File: config.mk
export PLATFORM = sky130hd
export DESIGN_NAME = fwd_scoreboard_flat
export DESIGN_NICKNAME = d
export VERILOG_FILES = /design/src/rtl/fwd_scoreboard_if.sv /design/src/rtl/fwd_scoreboard.sv /design/src/flat_wrapper.sv
export SDC_FILE = /design/constraint.sdc
export NUM_CORES = 1
export LEC_CHECK = 0
export CORE_AREA = 5 5 390 392
export DETAILED_ROUTE_END_ITERATION = 12
export DIE_AREA = 0 0 395 397
export PLACE_DENSITY = 0.37
export SLEW_MARGIN = 20
export SYNTH_ARGS = -nofsm -noshare
export SYNTH_HDL_FRONTEND = slang
export SYNTH_SLANG_ARGS = --single-unit
File: constraint.sdc
create_clock -name clk -period 11.75 [get_ports clk]
set_input_delay 1.175 -clock clk [delete_from_list [all_inputs] [get_ports clk]]
set_output_delay 1.175 -clock clk [all_outputs]
set_load 0.01 [all_outputs]
File: src/rtl/fwd_scoreboard_if.sv
// Signal bundle between the pipeline and fwd_scoreboard: EX producer, WB load data,
// ID operand requests, and the forwarded operands and stall status.
interface fwd_scoreboard_if #(
   parameter int unsigned W32  = 32,
   parameter int unsigned W128 = 128,
   parameter int unsigned AW   = 5,
   parameter int unsigned NSRC = 2
);
   logic                   ex_valid;
   logic [AW-1:0]          ex_dst;
   logic                   ex_wide;
   logic                   ex_load;
   logic [W32-1:0]         ex_res_32;
   logic [W128-1:0]        ex_res_128;
   logic [W32-1:0]         mem_rd_32;
   logic [W128-1:0]        mem_rd_128;
   logic [NSRC*AW-1:0]     src_addr;
   logic [NSRC-1:0]        src_wide;
   logic [NSRC*W32-1:0]    rf_32;
   logic [NSRC*W128-1:0]   rf_128;
   logic [NSRC*W32-1:0]    op_32;
   logic [NSRC*W128-1:0]   op_128;
   logic [2*NSRC-1:0]      fwd_sel;
   logic                   stall;
   logic [15:0]            stall_cnt;

   modport master (
      output ex_valid, ex_dst, ex_wide, ex_load, ex_res_32, ex_res_128,
             mem_rd_32, mem_rd_128, src_addr, src_wide, rf_32, rf_128,
      input  op_32, op_128, fwd_sel, stall, stall_cnt
   );

   modport slave (
      input  ex_valid, ex_dst, ex_wide, ex_load, ex_res_32, ex_res_128,
             mem_rd_32, mem_rd_128, src_addr, src_wide, rf_32, rf_128,
      output op_32, op_128, fwd_sel, stall, stall_cnt
   );
endinterface

File: src/rtl/fwd_scoreboard.sv
// Operand forwarding scoreboard: tracks the M and WB producers, selects each ID operand
// from M, WB, the register file or the zero register, and raises stall on hazards.
module fwd_scoreboard #(
   parameter int unsigned W32  = 32,
   parameter int unsigned W128 = 128,
   parameter int unsigned AW   = 5,
   parameter int unsigned NSRC = 2
) (
   input logic             clk,
   input logic             rst,
   fwd_scoreboard_if.slave bus
);

   typedef struct packed {
      logic            valid;
      logic [AW-1:0]   dst;
      logic            wide;
      logic            load;
      logic [W32-1:0]  res_32;
      logic [W128-1:0] res_128;
   } stage_t;

   localparam logic [15:0] CntMax  = 16'hFFFF;
   localparam logic [1:0]  SelRf   = 2'b00;
   localparam logic [1:0]  SelM    = 2'b01;
   localparam logic [1:0]  SelWb   = 2'b10;
   localparam logic [1:0]  SelZero = 2'b11;

   stage_t                r_m;
   stage_t                r_wb;
   logic [15:0]           r_stall_cnt;

   logic [W32-1:0]        w_wb_32;
   logic [W128-1:0]       w_wb_128;
   logic [NSRC-1:0]       w_hazard;
   logic                  w_stall;
   logic [NSRC*W32-1:0]   w_op_32;
   logic [NSRC*W128-1:0]  w_op_128;
   logic [2*NSRC-1:0]     w_sel;

   // A load in WB forwards the memory read data, never its (meaningless) ALU result.
   assign w_wb_32  = r_wb.load ? bus.mem_rd_32  : r_wb.res_32;
   assign w_wb_128 = r_wb.load ? bus.mem_rd_128 : r_wb.res_128;

   for (genvar g = 0; g < NSRC; g++) begin : g_ch
      logic [AW-1:0]   w_addr;
      logic            w_zero;
      logic            w_m_dst;
      logic            w_m_hit;
      logic            w_wb_dst;
      logic            w_wb_hit;
      logic            w_hz;
      logic [1:0]      w_ch_sel;
      logic [W32-1:0]  w_ch_32;
      logic [W128-1:0] w_ch_128;

      assign w_addr   = bus.src_addr[g*AW +: AW];
      assign w_zero   = (w_addr == '0);
      assign w_m_dst  = r_m.valid & (r_m.dst == w_addr);
      assign w_m_hit  = w_m_dst & (r_m.wide == bus.src_wide[g]);
      assign w_wb_dst = r_wb.valid & (r_wb.dst == w_addr);
      assign w_wb_hit = w_wb_dst & (r_wb.wide == bus.src_wide[g]);

      // The youngest writer of the register decides; a width mismatch there cannot forward.
      always_comb begin
         w_ch_sel = SelRf;
         w_hz     = 1'b0;
         if (w_zero) begin
            w_ch_sel = SelZero;
         end else if (w_m_hit) begin
            w_ch_sel = SelM;
            w_hz     = r_m.load;
         end else if (w_m_dst) begin
            w_hz     = 1'b1;
         end else if (w_wb_hit) begin
            w_ch_sel = SelWb;
         end else if (w_wb_dst) begin
            w_hz     = 1'b1;
         end
      end

      always_comb begin
         w_ch_32  = '0;
         w_ch_128 = '0;
         unique case (w_ch_sel)
            SelRf: begin
               w_ch_32  = bus.rf_32[g*W32 +: W32];
               w_ch_128 = bus.rf_128[g*W128 +: W128];
            end
            SelM: begin
               w_ch_32  = r_m.res_32;
               w_ch_128 = r_m.res_128;
            end
            SelWb: begin
               w_ch_32  = w_wb_32;
               w_ch_128 = w_wb_128;
            end
            SelZero: begin
               w_ch_32  = '0;
               w_ch_128 = '0;
            end
         endcase
      end

      assign w_hazard[g]            = w_hz;
      assign w_sel[2*g +: 2]        = w_ch_sel;
      assign w_op_32[g*W32 +: W32]  = w_ch_32;
      assign w_op_128[g*W128 +: W128] = w_ch_128;
   end

   assign w_stall       = |w_hazard;
   assign bus.stall     = w_stall;
   assign bus.stall_cnt = r_stall_cnt;
   assign bus.fwd_sel   = w_sel;
   assign bus.op_32     = w_op_32;
   assign bus.op_128    = w_op_128;

   always_ff @(posedge clk or posedge rst) begin
      if (rst) begin
         r_m         <= '0;
         r_wb        <= '0;
         r_stall_cnt <= '0;
      end else begin
         r_wb          <= r_m;
         // A stalled EX instruction is held upstream, so M takes a bubble.
         r_m.valid     <= bus.ex_valid & ~w_stall;
         r_m.dst       <= bus.ex_dst;
         r_m.wide      <= bus.ex_wide;
         r_m.load      <= bus.ex_load;
         r_m.res_32    <= bus.ex_res_32;
         r_m.res_128   <= bus.ex_res_128;
         if (w_stall && (r_stall_cnt != CntMax)) begin
            r_stall_cnt <= r_stall_cnt + 16'd1;
         end
      end
   end

endmodule

File: src/flat_wrapper.sv
// flat-port wrapper written by rule: the top's interface ports become plain ports
module fwd_scoreboard_flat 
#(
   parameter int unsigned W32  = 32,
   parameter int unsigned W128 = 128,
   parameter int unsigned AW   = 5,
   parameter int unsigned NSRC = 2
)
  (clk, rst, bus_ex_valid, bus_ex_dst, bus_ex_wide, bus_ex_load, bus_ex_res_32, bus_ex_res_128, bus_mem_rd_32, bus_mem_rd_128, bus_src_addr, bus_src_wide, bus_rf_32, bus_rf_128, bus_op_32, bus_op_128, bus_fwd_sel, bus_stall, bus_stall_cnt);
  fwd_scoreboard_if #(.W32(W32), .W128(W128), .AW(AW), .NSRC(NSRC)) bus_i ();
  input logic clk;
  input logic rst;
  input wire logic [$bits(bus_i.ex_valid)-1:0] bus_ex_valid;
  input wire logic [$bits(bus_i.ex_dst)-1:0] bus_ex_dst;
  input wire logic [$bits(bus_i.ex_wide)-1:0] bus_ex_wide;
  input wire logic [$bits(bus_i.ex_load)-1:0] bus_ex_load;
  input wire logic [$bits(bus_i.ex_res_32)-1:0] bus_ex_res_32;
  input wire logic [$bits(bus_i.ex_res_128)-1:0] bus_ex_res_128;
  input wire logic [$bits(bus_i.mem_rd_32)-1:0] bus_mem_rd_32;
  input wire logic [$bits(bus_i.mem_rd_128)-1:0] bus_mem_rd_128;
  input wire logic [$bits(bus_i.src_addr)-1:0] bus_src_addr;
  input wire logic [$bits(bus_i.src_wide)-1:0] bus_src_wide;
  input wire logic [$bits(bus_i.rf_32)-1:0] bus_rf_32;
  input wire logic [$bits(bus_i.rf_128)-1:0] bus_rf_128;
  output wire logic [$bits(bus_i.op_32)-1:0] bus_op_32;
  output wire logic [$bits(bus_i.op_128)-1:0] bus_op_128;
  output wire logic [$bits(bus_i.fwd_sel)-1:0] bus_fwd_sel;
  output wire logic [$bits(bus_i.stall)-1:0] bus_stall;
  output wire logic [$bits(bus_i.stall_cnt)-1:0] bus_stall_cnt;
  assign bus_i.ex_valid = bus_ex_valid;
  assign bus_i.ex_dst = bus_ex_dst;
  assign bus_i.ex_wide = bus_ex_wide;
  assign bus_i.ex_load = bus_ex_load;
  assign bus_i.ex_res_32 = bus_ex_res_32;
  assign bus_i.ex_res_128 = bus_ex_res_128;
  assign bus_i.mem_rd_32 = bus_mem_rd_32;
  assign bus_i.mem_rd_128 = bus_mem_rd_128;
  assign bus_i.src_addr = bus_src_addr;
  assign bus_i.src_wide = bus_src_wide;
  assign bus_i.rf_32 = bus_rf_32;
  assign bus_i.rf_128 = bus_rf_128;
  assign bus_op_32 = bus_i.op_32;
  assign bus_op_128 = bus_i.op_128;
  assign bus_fwd_sel = bus_i.fwd_sel;
  assign bus_stall = bus_i.stall;
  assign bus_stall_cnt = bus_i.stall_cnt;
  fwd_scoreboard #(.W32(W32), .W128(W128), .AW(AW), .NSRC(NSRC)) u_core (.clk(clk), .rst(rst), .bus(bus_i));
endmodule
==> results summary <==
The run finished with clean final reports. The floorplan has 142 rows. The level count of the clock H-tree came out at 2. The critical path is of the in -> out type. The number of iterations in the first detailed-routing pass came out at 5. Of the post-synthesis cell area, the dominant cell type holds 0.546. The number of global-route vias before repair was 17.4k. The minimum period implied by the final worst setup slack is between 6 and 7 ns. The cell count after synthesis came out at 1,386. The final wirelength is 117 mm.

The post-synthesis sequential element count came out at about 350. In the routed layout, each cell is associated on average with a via count of 3.81. The worst setup timing slack at the placement stage is 5.21 ns.

The routed via count came out at 16.6k. The total number of clock tree sinks is 352. The measured slew at the worst slew-check pin is 1.08 ns. The initial antenna violation count is 65. Pin placement for this block handled 1,003 I/O pins. Measured along the x axis, the die boundary spans 395 um. The longest clock path from root to sink contains 3 buffers. In the final routed layout, each cell accounts on average for 26.9 um. The worst setup path is captured at an output pin.

The endpoint arrival time on the critical path is 5.38 ns. The number of post-CTS setup repair buffers is 0. The share of final-layout standard cells stronger than drive strength 1 is 0.0521. STA puts the critical path data required time at 10.58 ns. After global routing the overflow that remains totals 0.

The worst hold slack after final layout came out at 0.405 ns. The number of gates resized after CTS was 0. The last weighted congestion value of the routability-driven placer came out at 0.903. Entering global routing, the biggest net connects about 120 pins.

The tree is rooted in a clkbuf_16. The wire-length estimate of the detail-placed layout is ~90 mm. Setup repair after global routing left no endpoint under its margin. The worst setup path is launched from a primary input. The final design area excluding fillers came out at 30,200 um^2. The post-synthesis cell area came out at between 15,000 and 20,000 um^2. In the finished design, the share of the clock period the worst path needs comes to 0.558.

The share of flip-flops with an asynchronous set or reset after synthesis is 1.00. The clock-pin transition on the worst setup and hold timing paths came out at 0.06 ns. The maximum achievable frequency is 153 MHz. The later pin in the worst-skew pair is clocked with a latency of between 0.6 and 0.7 ns.

The total number of yosys warnings came out at 0. The count of distinct cell types in the synthesized netlist came out at 36. The share of the yosys chip area belonging to registers is 0.546.

The maximum VDD drop came out at 0.0936 mV. The number of enable flip-flop cells after synthesis is 0. In the routed design, unresolved DRC markers number 0.

The worst-case headroom to the max-slew limit came out at 0.280. The total setup violations reported at the end of the flow is 0. The final-report hold violation count is 0. The number of design-rule violations left by the first detailed-router iteration is 1,032. The starting density of the core is 0.109. The number of nets with antenna violations after detailed routing is 0. Yosys attributes the largest share of cell area to dfrtp_1 55%, a221o_1 20%, mux2i_1 9.9%. The total die area came out at 157,000 um^2. The TritonCTS clock tree is yes. The worst hold path belongs to the class reg -> reg. The dominant cell type by area after synthesis is dfrtp_1. The synthesized net count is 2,049. The maximum net fanout on the critical path came out at 56.

Clock skew on the completed layout was measured at 0.0337 ns. Among all flip-flop cells after synthesis, the most frequent one is dfrtp_1. The post-placement cell area came out at about 28,000 um^2.

For this design, the CTS-stage hold fixing added 0 buffers. The placeable core area came out at 149,000 um^2. The floorplan step set the die height to 397 um. Max-cap violations in this run came to 0. The worst-case setup margin in the final layout came out at 5.20 ns. The first global-routing pass estimated 155 mm of wire. The total number of nets in the final design came out at 3,005. For this design the ratio of total power to cell area is 122 nW/um^2. The overall power consumption is about 0.0037 W. In this run the tool buffered the top-level ports with roughly 1.0k buffer cells. The max-slew violation count is 0. Adding up every negative setup slack in the final design gives 0 ns. The CTS buffer count is 48. The area added between synthesis and finish is 87.2%. The analysis attributes to cell leakage a power of 12.0 nW. The total routing usage reported by global routing came out at 0.141. The mean instance size in the synthesized netlist came out at 11.6 um^2.
## sequential cells by signal, indices dropped and copies added, names as in the netlist
name / count
u_core.bus.stall_cnt: 16
u_core.r_wb: 168
u_core.r_m: 168
## final cells by class
| type | count | area [um^2] |
|---|---|---|
| Clock buffer | 70 | 1440 |
| Timing Repair Buffer | 1027 | 10300 |
| Multi-Input combinational cell | 911 | 6870 |
| Clock inverter | 19 | 293 |
| Tap cell | 1944 | 2430 |
| Inverter | 2 | 15.0 |
| Fill cell | 16200 | 118000 |
| Sequential cell | 352 | 8810 |
| Antenna cell | 29 | 72.6 |
## critical path: stages
cell             delay [ns]
clkdlybuf4s50_1        0.55
xnor2_1                0.15
nand3_1                0.13
or3_4                  0.42
nor3b_1                0.22
nor2_4                 0.12
buf_4                  0.67
buf_4                  0.76
a221o_1                0.46
clkdlybuf4s50_1        0.61
## power by group
group | switching, W | total [W] | internal, W
combinational | 0.000298 | 0.000736 | 0.000438
sequential | 0.0000587 | 0.00134 | 0.00128
clock | 0.000616 | 0.00162 | 0.00100
## cells in the mapped netlist, drive strengths merged, types with 4 or more instances
library cell,number
dfrtp,352
and3,9
a221o,321
xor2,11
nand2,16
buf,33
nor3,5
mux2i,160
clkbuf,88
nand4,6
nor2,327
nand3,8
and2,4
xnor2,27
## cells by family (layout without fill, tap and decap cells)
kind of cell / count (synthesis) / in the layout / synth area share
compound gates: 327 / 327 / 0.203
flops: 352 / 352 / 0.546
xor+xnor: 38 / 38 / 0.0211
buf+inv: 123 / 1118 / 0.0313
mux: 161 / 161 / 0.100
other cells: 0 / 29 / 0
fa+ha+maj: 1 / 1 / 0.000775
simple gates: 384 / 384 / 0.0979
## layout by cell type, fill, tap and decap left out, types with 11 or more instances in the layout
master / count
clkdlybuf4s50_1: 1002
dfrtp_1: 351
nor2_1: 325
a221o_1: 321
mux2i_1: 160
clkbuf_16: 50
diode_2: 29
xnor2_1: 26
buf_4: 21
nand2_1: 15
xor2_1: 11
clkbuf_8: 11
## layer usage
layer	vias to the layer above	global-route usage	share of wire
li1	7254	-	-
met1	8284	0.169	0.40
met2	849	0.226	0.47
met3	194	0.0552	0.091
met4	16	0.0611	0.038
met5	-	0.00308	0.00078
## stage by stage
step                      instances   util
after global routing           4349  0.203
after floorplan                1386      -
after global placement         4236  0.191
final                          4354  0.203
after CTS                      4325  0.203
after detailed placement       4236  0.191
## worst paths after layout
kind,endpoint,cells after the start,slack (ns),from
worst min-delay path,u_core.r_wb[145],0,0.41,u_core.r_m[145]
worst max register to register,u_core.bus.stall_cnt[1],6,9.10,u_core.r_m[164]
worst max-delay path,bus_op_128[209],10,5.20,bus_src_addr[7]
worst min register to register,u_core.r_wb[145],0,0.41,u_core.r_m[145]
min in group asynchronous,u_core.r_wb[63],2,1.00,rst
max in group asynchronous,u_core.r_wb[160],4,8.59,rst
Power figures use the tool's default switching activity.
